==> config.mk <==
export PLATFORM = sky130hd
export DESIGN_NAME = lcd_text_attr
export DESIGN_NICKNAME = d
export VERILOG_FILES = /design/src/rtl/lcd_text_attr.sv
export SDC_FILE = /design/constraint.sdc
export NUM_CORES = 1
export LEC_CHECK = 0
export ABC_AREA = 1
export BUFFER_PORTS_ARGS = -buffer_cell sky130_fd_sc_hd__buf_2
export CAP_MARGIN = 20
export CORE_MARGIN = 3
export CORE_UTILIZATION = 36
export CTS_BUF_LIST = sky130_fd_sc_hd__clkbuf_16
export CTS_CLUSTER_DIAMETER = 30
export DETAILED_ROUTE_END_ITERATION = 7
export HOLD_SLACK_MARGIN = 0.12
export PLACE_DENSITY = 0.61
export REMOVE_ABC_BUFFERS = 1
export SLEW_MARGIN = 10
export SYNTH_ARGS = -nofsm -noshare
export SYNTH_HDL_FRONTEND = slang
export SYNTH_SLANG_ARGS = --single-unit
==> constraint.sdc <==
create_clock -name PixelClk -period 12.8 [get_ports PixelClk]
set_clock_uncertainty 0.15 [all_clocks]
set_input_delay 2.56 -clock PixelClk [delete_from_list [all_inputs] [get_ports PixelClk]]
set_output_delay 2.56 -clock PixelClk [all_outputs]
set_load 0.01 [all_outputs]
==> src/rtl/lcd_text_attr.sv <==
// rtl/lcd_text_attr.sv - text-mode LCD scan controller with per-cell colour attributes and blinking cursor
`timescale 1ns/1ps
module lcd_text_attr #(
  parameter int H_ACTIVE     = 480,
  parameter int H_BP         = 43,
  parameter int H_TOTAL      = 525,
  parameter int V_ACTIVE     = 272,
  parameter int V_BP         = 12,
  parameter int V_TOTAL      = 286,
  parameter int COLS         = 60,
  parameter int ROWS         = 17,
  parameter int FONT_H       = 16,
  parameter int BLINK_FRAMES = 30,
  localparam int AW          = $clog2(COLS*ROWS),
  localparam int FW          = 7 + $clog2(FONT_H)
) (
  input  logic          PixelClk,
  input  logic          nRST,
  output logic [AW-1:0] v_adb,
  input  logic [7:0]    v_dout,
  input  logic [7:0]    a_dout,
  output logic [FW-1:0] f_ad,
  input  logic [7:0]    f_dout,
  input  logic          cursor_en,
  input  logic [7:0]    cursor_col,
  input  logic [7:0]    cursor_row,
  output logic          LCD_DE,
  output logic [4:0]    LCD_R,
  output logic [5:0]    LCD_G,
  output logic [4:0]    LCD_B,
  output logic          frame_start
);

  localparam int HW  = $clog2(H_TOTAL);
  localparam int VW  = $clog2(V_TOTAL);
  localparam int BW  = $clog2(BLINK_FRAMES);
  localparam int FHW = $clog2(FONT_H);

  // Palette index {I,R,G,B}: a set channel is full scale when I=1, else two thirds.
  function automatic logic [15:0] palette(input logic [3:0] idx);
    logic [4:0] r;
    logic [5:0] g;
    logic [4:0] b;
    r = idx[2] ? (idx[3] ? 5'd31 : 5'd20) : 5'd0;
    g = idx[1] ? (idx[3] ? 6'd63 : 6'd42) : 6'd0;
    b = idx[0] ? (idx[3] ? 5'd31 : 5'd20) : 5'd0;
    return {r, g, b};
  endfunction

  logic [HW-1:0] hc_q, hc_d;
  logic [VW-1:0] vc_q, vc_d;
  logic [BW-1:0] blink_cnt_q, blink_cnt_d;
  logic          blink_on_q, blink_on_d;
  logic          frame_start_q, frame_start_d;

  logic [AW-1:0] v_adb_q, v_adb_d;
  logic [7:0]    char1_q, char1_d, attr1_q, attr1_d;
  logic          hit1_q, hit1_d;
  logic [FW-1:0] f_ad_q, f_ad_d;
  logic [7:0]    glyph1_q, glyph1_d;
  logic [7:0]    char2_q, char2_d, attr2_q, attr2_d, glyph2_q, glyph2_d;
  logic          hit2_q, hit2_d;

  logic          de_q, de_d;
  logic [15:0]   rgb_q, rgb_d;

  // Signed position decode; xf runs one cell ahead so each fetch sees its own cell index.
  int             x_c, y_c, xf_c, fcell_c, row_c;
  logic [2:0]     fphase_c;
  logic [FHW-1:0] yrow_c;
  logic [AW-1:0]  addr_c;
  logic           visible_c, text_c, fetch_c, hit_c;

  assign x_c       = int'(hc_q) - H_BP;
  assign y_c       = int'(vc_q) - V_BP;
  assign xf_c      = x_c + 8;
  assign fcell_c   = xf_c >>> 3;
  assign row_c     = y_c >>> FHW;
  assign fphase_c  = xf_c[2:0];
  assign yrow_c    = y_c[FHW-1:0];
  assign addr_c    = AW'(row_c * COLS + fcell_c);
  assign visible_c = (x_c >= 0) && (x_c < H_ACTIVE) && (y_c >= 0) && (y_c < V_ACTIVE);
  assign text_c    = visible_c && (x_c < COLS*8) && (y_c < ROWS*FONT_H);
  assign fetch_c   = (y_c >= 0) && (y_c < V_ACTIVE) && (y_c < ROWS*FONT_H) &&
                     (xf_c >= 0) && (fcell_c < COLS);
  // Full-width compare so out-of-grid cursor coordinates can never alias onto a cell.
  assign hit_c     = cursor_en && (int'(cursor_col) == fcell_c) && (int'(cursor_row) == row_c);

  // Scan counters, frame pulse and blink phase.
  always_comb begin
    hc_d          = hc_q;
    vc_d          = vc_q;
    blink_cnt_d   = blink_cnt_q;
    blink_on_d    = blink_on_q;
    frame_start_d = (hc_q == '0) && (vc_q == '0);
    if (hc_q == HW'(H_TOTAL-1)) begin
      hc_d = '0;
      if (vc_q == VW'(V_TOTAL-1)) begin
        vc_d = '0;
        if (blink_cnt_q == BW'(BLINK_FRAMES-1)) begin
          blink_cnt_d = '0;
          blink_on_d  = ~blink_on_q;
        end else begin
          blink_cnt_d = blink_cnt_q + 1'b1;
        end
      end else begin
        vc_d = vc_q + 1'b1;
      end
    end else begin
      hc_d = hc_q + 1'b1;
    end
  end

  // Cell fetch pipeline: address, char/attr, font address, glyph, then hand-off at the cell boundary.
  always_comb begin
    v_adb_d  = v_adb_q;
    char1_d  = char1_q;
    attr1_d  = attr1_q;
    hit1_d   = hit1_q;
    f_ad_d   = f_ad_q;
    glyph1_d = glyph1_q;
    char2_d  = char2_q;
    attr2_d  = attr2_q;
    glyph2_d = glyph2_q;
    hit2_d   = hit2_q;
    if (fetch_c) begin
      case (fphase_c)
        3'd1: v_adb_d = addr_c;
        3'd3: begin
          char1_d = v_dout;
          attr1_d = a_dout;
        end
        3'd4: begin
          hit1_d = hit_c;
          f_ad_d = {char1_q[6:0], yrow_c};
        end
        3'd6: glyph1_d = f_dout;
        3'd7: begin
          char2_d  = char1_q;
          attr2_d  = attr1_q;
          glyph2_d = glyph1_q;
          hit2_d   = hit1_q;
        end
        default: ;
      endcase
    end
  end

  // Pixel colour from the second-stage cell registers.
  logic [3:0] fg_c, bg_c, idx_c;
  logic       bit_c;
  always_comb begin
    fg_c = attr2_q[3:0];
    bg_c = attr2_q[7:4];
    if (hit2_q && blink_on_q) begin
      fg_c = attr2_q[7:4];
      bg_c = attr2_q[3:0];
    end
    bit_c = glyph2_q[3'd7 - x_c[2:0]];
    idx_c = bit_c ? fg_c : bg_c;
    de_d  = visible_c;
    rgb_d = '0;
    if (text_c) begin
      rgb_d = char2_q[7] ? 16'hF800 : palette(idx_c);
    end
  end

  // Scan state registers.
  always_ff @(posedge PixelClk or negedge nRST) begin
    if (!nRST) begin
      hc_q          <= '0;
      vc_q          <= '0;
      blink_cnt_q   <= '0;
      blink_on_q    <= 1'b1;
      frame_start_q <= 1'b0;
    end else begin
      hc_q          <= hc_d;
      vc_q          <= vc_d;
      blink_cnt_q   <= blink_cnt_d;
      blink_on_q    <= blink_on_d;
      frame_start_q <= frame_start_d;
    end
  end

  // Fetch pipeline and output registers.
  always_ff @(posedge PixelClk or negedge nRST) begin
    if (!nRST) begin
      v_adb_q  <= '0;
      char1_q  <= '0;
      attr1_q  <= '0;
      hit1_q   <= 1'b0;
      f_ad_q   <= '0;
      glyph1_q <= '0;
      char2_q  <= '0;
      attr2_q  <= '0;
      glyph2_q <= '0;
      hit2_q   <= 1'b0;
      de_q     <= 1'b0;
      rgb_q    <= '0;
    end else begin
      v_adb_q  <= v_adb_d;
      char1_q  <= char1_d;
      attr1_q  <= attr1_d;
      hit1_q   <= hit1_d;
      f_ad_q   <= f_ad_d;
      glyph1_q <= glyph1_d;
      char2_q  <= char2_d;
      attr2_q  <= attr2_d;
      glyph2_q <= glyph2_d;
      hit2_q   <= hit2_d;
      de_q     <= de_d;
      rgb_q    <= rgb_d;
    end
  end

  assign v_adb       = v_adb_q;
  assign f_ad        = f_ad_q;
  assign LCD_DE      = de_q;
  assign LCD_R       = rgb_q[15:11];
  assign LCD_G       = rgb_q[10:5];
  assign LCD_B       = rgb_q[4:0];
  assign frame_start = frame_start_q;

endmodule

==> impl_metrics.csv <==
group,metric,value,unit
grt,grt_pass1_wl,23200,µm
route,routed_wl,13400,µm
grt,grt_use_total,0.159,
layout,fin_cells,1059,
die,ios,82,
yosys,syn_area_per_cell,7.69,µm²
clocking,cts-root-buf,"clkbuf_16",
die,die_x,134,µm
worst_setup_path,critPathCaptureType,"register",
placed_design,port_buffers,81,
route,dr_total_vias,4979,
yosys,ys_seq_area_frac,0.412,
placed_design,place_congestion,0.853,
worst_setup_path,criticalPathCategory,"reg2reg",
die,die_height,134,µm
yosys,netlist_area,5900,µm²
layout,fillers,1656,
pwr,p_seq_frac,0.503,
sta,max_freq,0.223,GHz
sta,worst_pin_slew,0.731,ns
route,wl_per_cell,12.6,µm
sta,tns,0,ns
pwr,switching_share,0.231,
clocking,clkSinkCount,97,
sta,drv_slew,0,
pwr,p_switching,0.000140,W
pwr,pwr-share-clk,0.473,
die,core,15900,µm²
pwr,combPwrFrac,0.024,
clocking,cts_post_setup_buffers_inserted,0,
min_path,worst_hold_path_type,"reg2reg",
worst_setup_path,worst_r2r_endpoint,"v_adb[9]",
sta,rsz0062_at_grt,"false",
worst_setup_path,cp-start-kind,"register",
die,die-area,18000,µm²
sta,finalHoldViolations,0,
layout,diodes,0,
yosys,syn_inst,767,
clocking,cts_resized,0,
worst_setup_path,critPathRequiredTime,12.90,ns
route,viasPerCell,4.70,
placed_design,place_hpwl,9860,µm
clocking,cts_hold_buf,0,
clocking,clkLatencyLatePin,0.36,ns
placed_design,dp_slack,8.32,ns
pwr,ir_drop,78.8,µV
sta,setup_viol,0,
pwr,p_per_area,89.8,nW/µm²
die,start_util,0.370,
worst_setup_path,worstPathMaxFanout,6,
clocking,cts_tree,"done",
yosys,ys_seq_elements,97,
layout,final_nets,923,
clocking,cts_max_level,3,
route,drtAntennaViolNets,0,
layout,drive_gt1_frac,0.140,
worst_setup_path,r2r-start,"vc_q[2]",
min_path,min_from,"attr2_q[6]",
yosys,yosysWarnings,0,
sta,period_share,0.350,
yosys,synth_cell_types,40,
job,max_cap_violations,0,
clocking,cts_buffers,9,
grt,antenna_found_initial,0,
grt,grt_pass1_vias,4868,
pwr,power,0.000608,W
sta,slew_headroom,0.511,
route,dr.pass1.iters,5,
grt,grt_overflow,0,
worst_setup_path,reg2reg_slack,8.32,ns
layout,areaGrowthSynthToFinish,14.8,%
grt,grt_max_degree,58,
pwr,cellLeakagePower,3.75,nW
clocking,cts.path.max_buffers,2,
pwr,internal_power,0.000468,W
min_path,hold_path_end,"attr2_q[6]",
placed_design,post-place-cells,1043,
min_path,hold_depth,2,
route,drc,0,
clocking,cts.clk_slew.worst_paths,0.07,ns
layout,utilization,0.425,
die,row_count,46,
worst_setup_path,reg2reg_depth,19,
sta,fin_crit,4.48,ns
worst_setup_path,cp_data_arrival_time,4.58,ns
route,dr.first_iter.drc_count,283,
status,run_status,"finished clean",
sta,setup_slack,8.32,ns
## synthesized netlist by cell type
library cell / number / area share
nand2_1: 240 / 0.15
dfrtp_1: 96 / 0.41
nand3_1: 88 / 0.075
inv_1: 83 / 0.053
nor2_1: 53 / 0.034
ha_1: 36 / 0.076
xor2_1: 23 / 0.034
o21ai_0: 19 / 0.016
a21oi_1: 17 / 0.014
nor3_1: 13 / 0.011
buf_2: 12 / 0.010
nand4_1: 12 / 0.013
buf_4: 10 / 0.013
xnor2_1: 8 / 0.012
fa_1: 6 / 0.020
inv_2: 6 / 0.0038
nand2_2: 4 / 0.0042
nor4_1: 4 / 0.0042
clkbuf_1: 3 / 0.0019
nand3b_1: 3 / 0.0038
nor3b_1: 3 / 0.0038
o21ai_1: 3 / 0.0025
a211oi_1: 2 / 0.0025
a31oi_1: 2 / 0.0021
clkinv_1: 2 / 0.0013
mux2i_1: 2 / 0.0034
nand3_2: 2 / 0.0034
nor2_2: 2 / 0.0021
nor2b_1: 2 / 0.0021
a21o_1: 1 / 0.0013
a22oi_1: 1 / 0.0013
and2_1: 1 / 0.0011
dfstp_2: 1 / 0.0045
nor2_4: 1 / 0.0019
nor4b_1: 1 / 0.0015
o211ai_1: 1 / 0.0013
o21a_1: 1 / 0.0013
o21bai_1: 1 / 0.0013
o22ai_1: 1 / 0.0011
or2_2: 1 / 0.0011
## metrics by stage
step | hold WS, ns | cell area [µm²]
after CTS | 0.325 | 6770
after floorplan | 0.287 | 5750
after global routing | 0.341 | 6770
final | 0.320 | 6770
after detailed placement | 0.307 | 6460
after global placement | 0.303 | 6460
## worst max path at each step
stage	slack, ns	start	endpoint
final	8.32	vc_q[2]	v_adb[9]
after global routing	7.89	vc_q[2]	v_adb[9]
after CTS	8.30	vc_q[2]	v_adb[9]
after detailed placement	8.32	vc_q[2]	v_adb[9]
after global placement	8.38	vc_q[2]	v_adb[9]
after floorplan	8.65	vc_q[2]	v_adb[9]
## kinds of logic after synthesis
logic type / count (synthesis) / share of synthesized area
and+or+nand+nor: 430 / 0.314
buffers and inverters: 116 / 0.0827
DFF: 97 / 0.412
AOI/OAI and AO/OA: 49 / 0.0452
adders and majority gates: 42 / 0.0967
xor gates and xnor gates: 31 / 0.0460
muxes: 2 / 0.00339
## registers in the layout, summed over array words and instances, names as in the netlist
signal and count:
rgb_q 6, hc_q 10, attr1_q 8, hit2_q 1, char2_q 1, blink_on_q 1, attr2_q 8, v_adb 10
frame_start 1, glyph1_q 8, blink_cnt_q 5, char1_q 8, vc_q 9, glyph2_q 8, f_ad 11, hit1_q 1
LCD_DE 1
## power by group through the flow
stage | registers (W) | clock network (W) | logic (W)
after floorplan | 0.000312 | 0 | 0.00000174
after global placement | 0.000312 | 0 | 0.0000153
after detailed placement | 0.000312 | 0 | 0.0000153
after CTS | 0.000306 | 0.000297 | 0.0000154
after global routing | 0.000306 | 0.000312 | 0.0000171
final | 0.000306 | 0.000287 | 0.0000146
## placed cells by master, fill, tap and decap left out, types with 2 or more instances in the layout
cell,n
nand4_1,12
xnor2_1,8
nor3_1,13
nor3b_1,3
xor2_1,23
ha_1,36
clkinv_1,2
nand3b_1,3
inv_6,2
clkbuf_16,9
nor4_1,4
dfrtp_1,96
buf_2,80
a31oi_1,2
nand3_1,88
mux2i_1,2
nor2_1,53
inv_1,83
a211oi_1,2
fa_1,6
o21ai_0,19
nand2_1,240
buf_4,5
nand3_2,2
nor2_2,2
o21ai_1,3
nand2_2,4
a21oi_1,17
inv_2,6
nor2b_1,2
## critical path: stages (launching register included)
cell and delay, ns:
dfrtp_1 0.45, ha_1 0.24, inv_1 0.14, nand3_1 0.11, xor2_1 0.46, inv_1 0.13, ha_1 0.36, fa_1 0.53
xor2_1 0.17, xor2_1 0.15, inv_1 0.06, ha_1 0.33, xnor2_1 0.14, ha_1 0.32, nand2_1 0.10, nor2_1 0.05
a211oi_1 0.22, nand3_1 0.11, nand3_1 0.09, nand2_1 0.05
## area by class of cell
type	count	area (µm²)	share of cell area
flip-flops and latches	97	2430	0.359
well taps	216	270	0.0399
inverters	91	342	0.0504
clock inverters	7	88.8	0.0131
repair buffers	85	438	0.0646
clock buffers	9	225	0.0332
multi-input cells	554	2980	0.440
## routing by layer
layer,vias to the layer above,wire length [µm],global-route usage
met5,-,0,0
met1,2263,6460,0.212
met3,14,641,0.0409
met4,0,211,0.0503
li1,2592,-,-
met2,110,6050,0.255
Note: power is estimated with default switching activity, not from simulation.
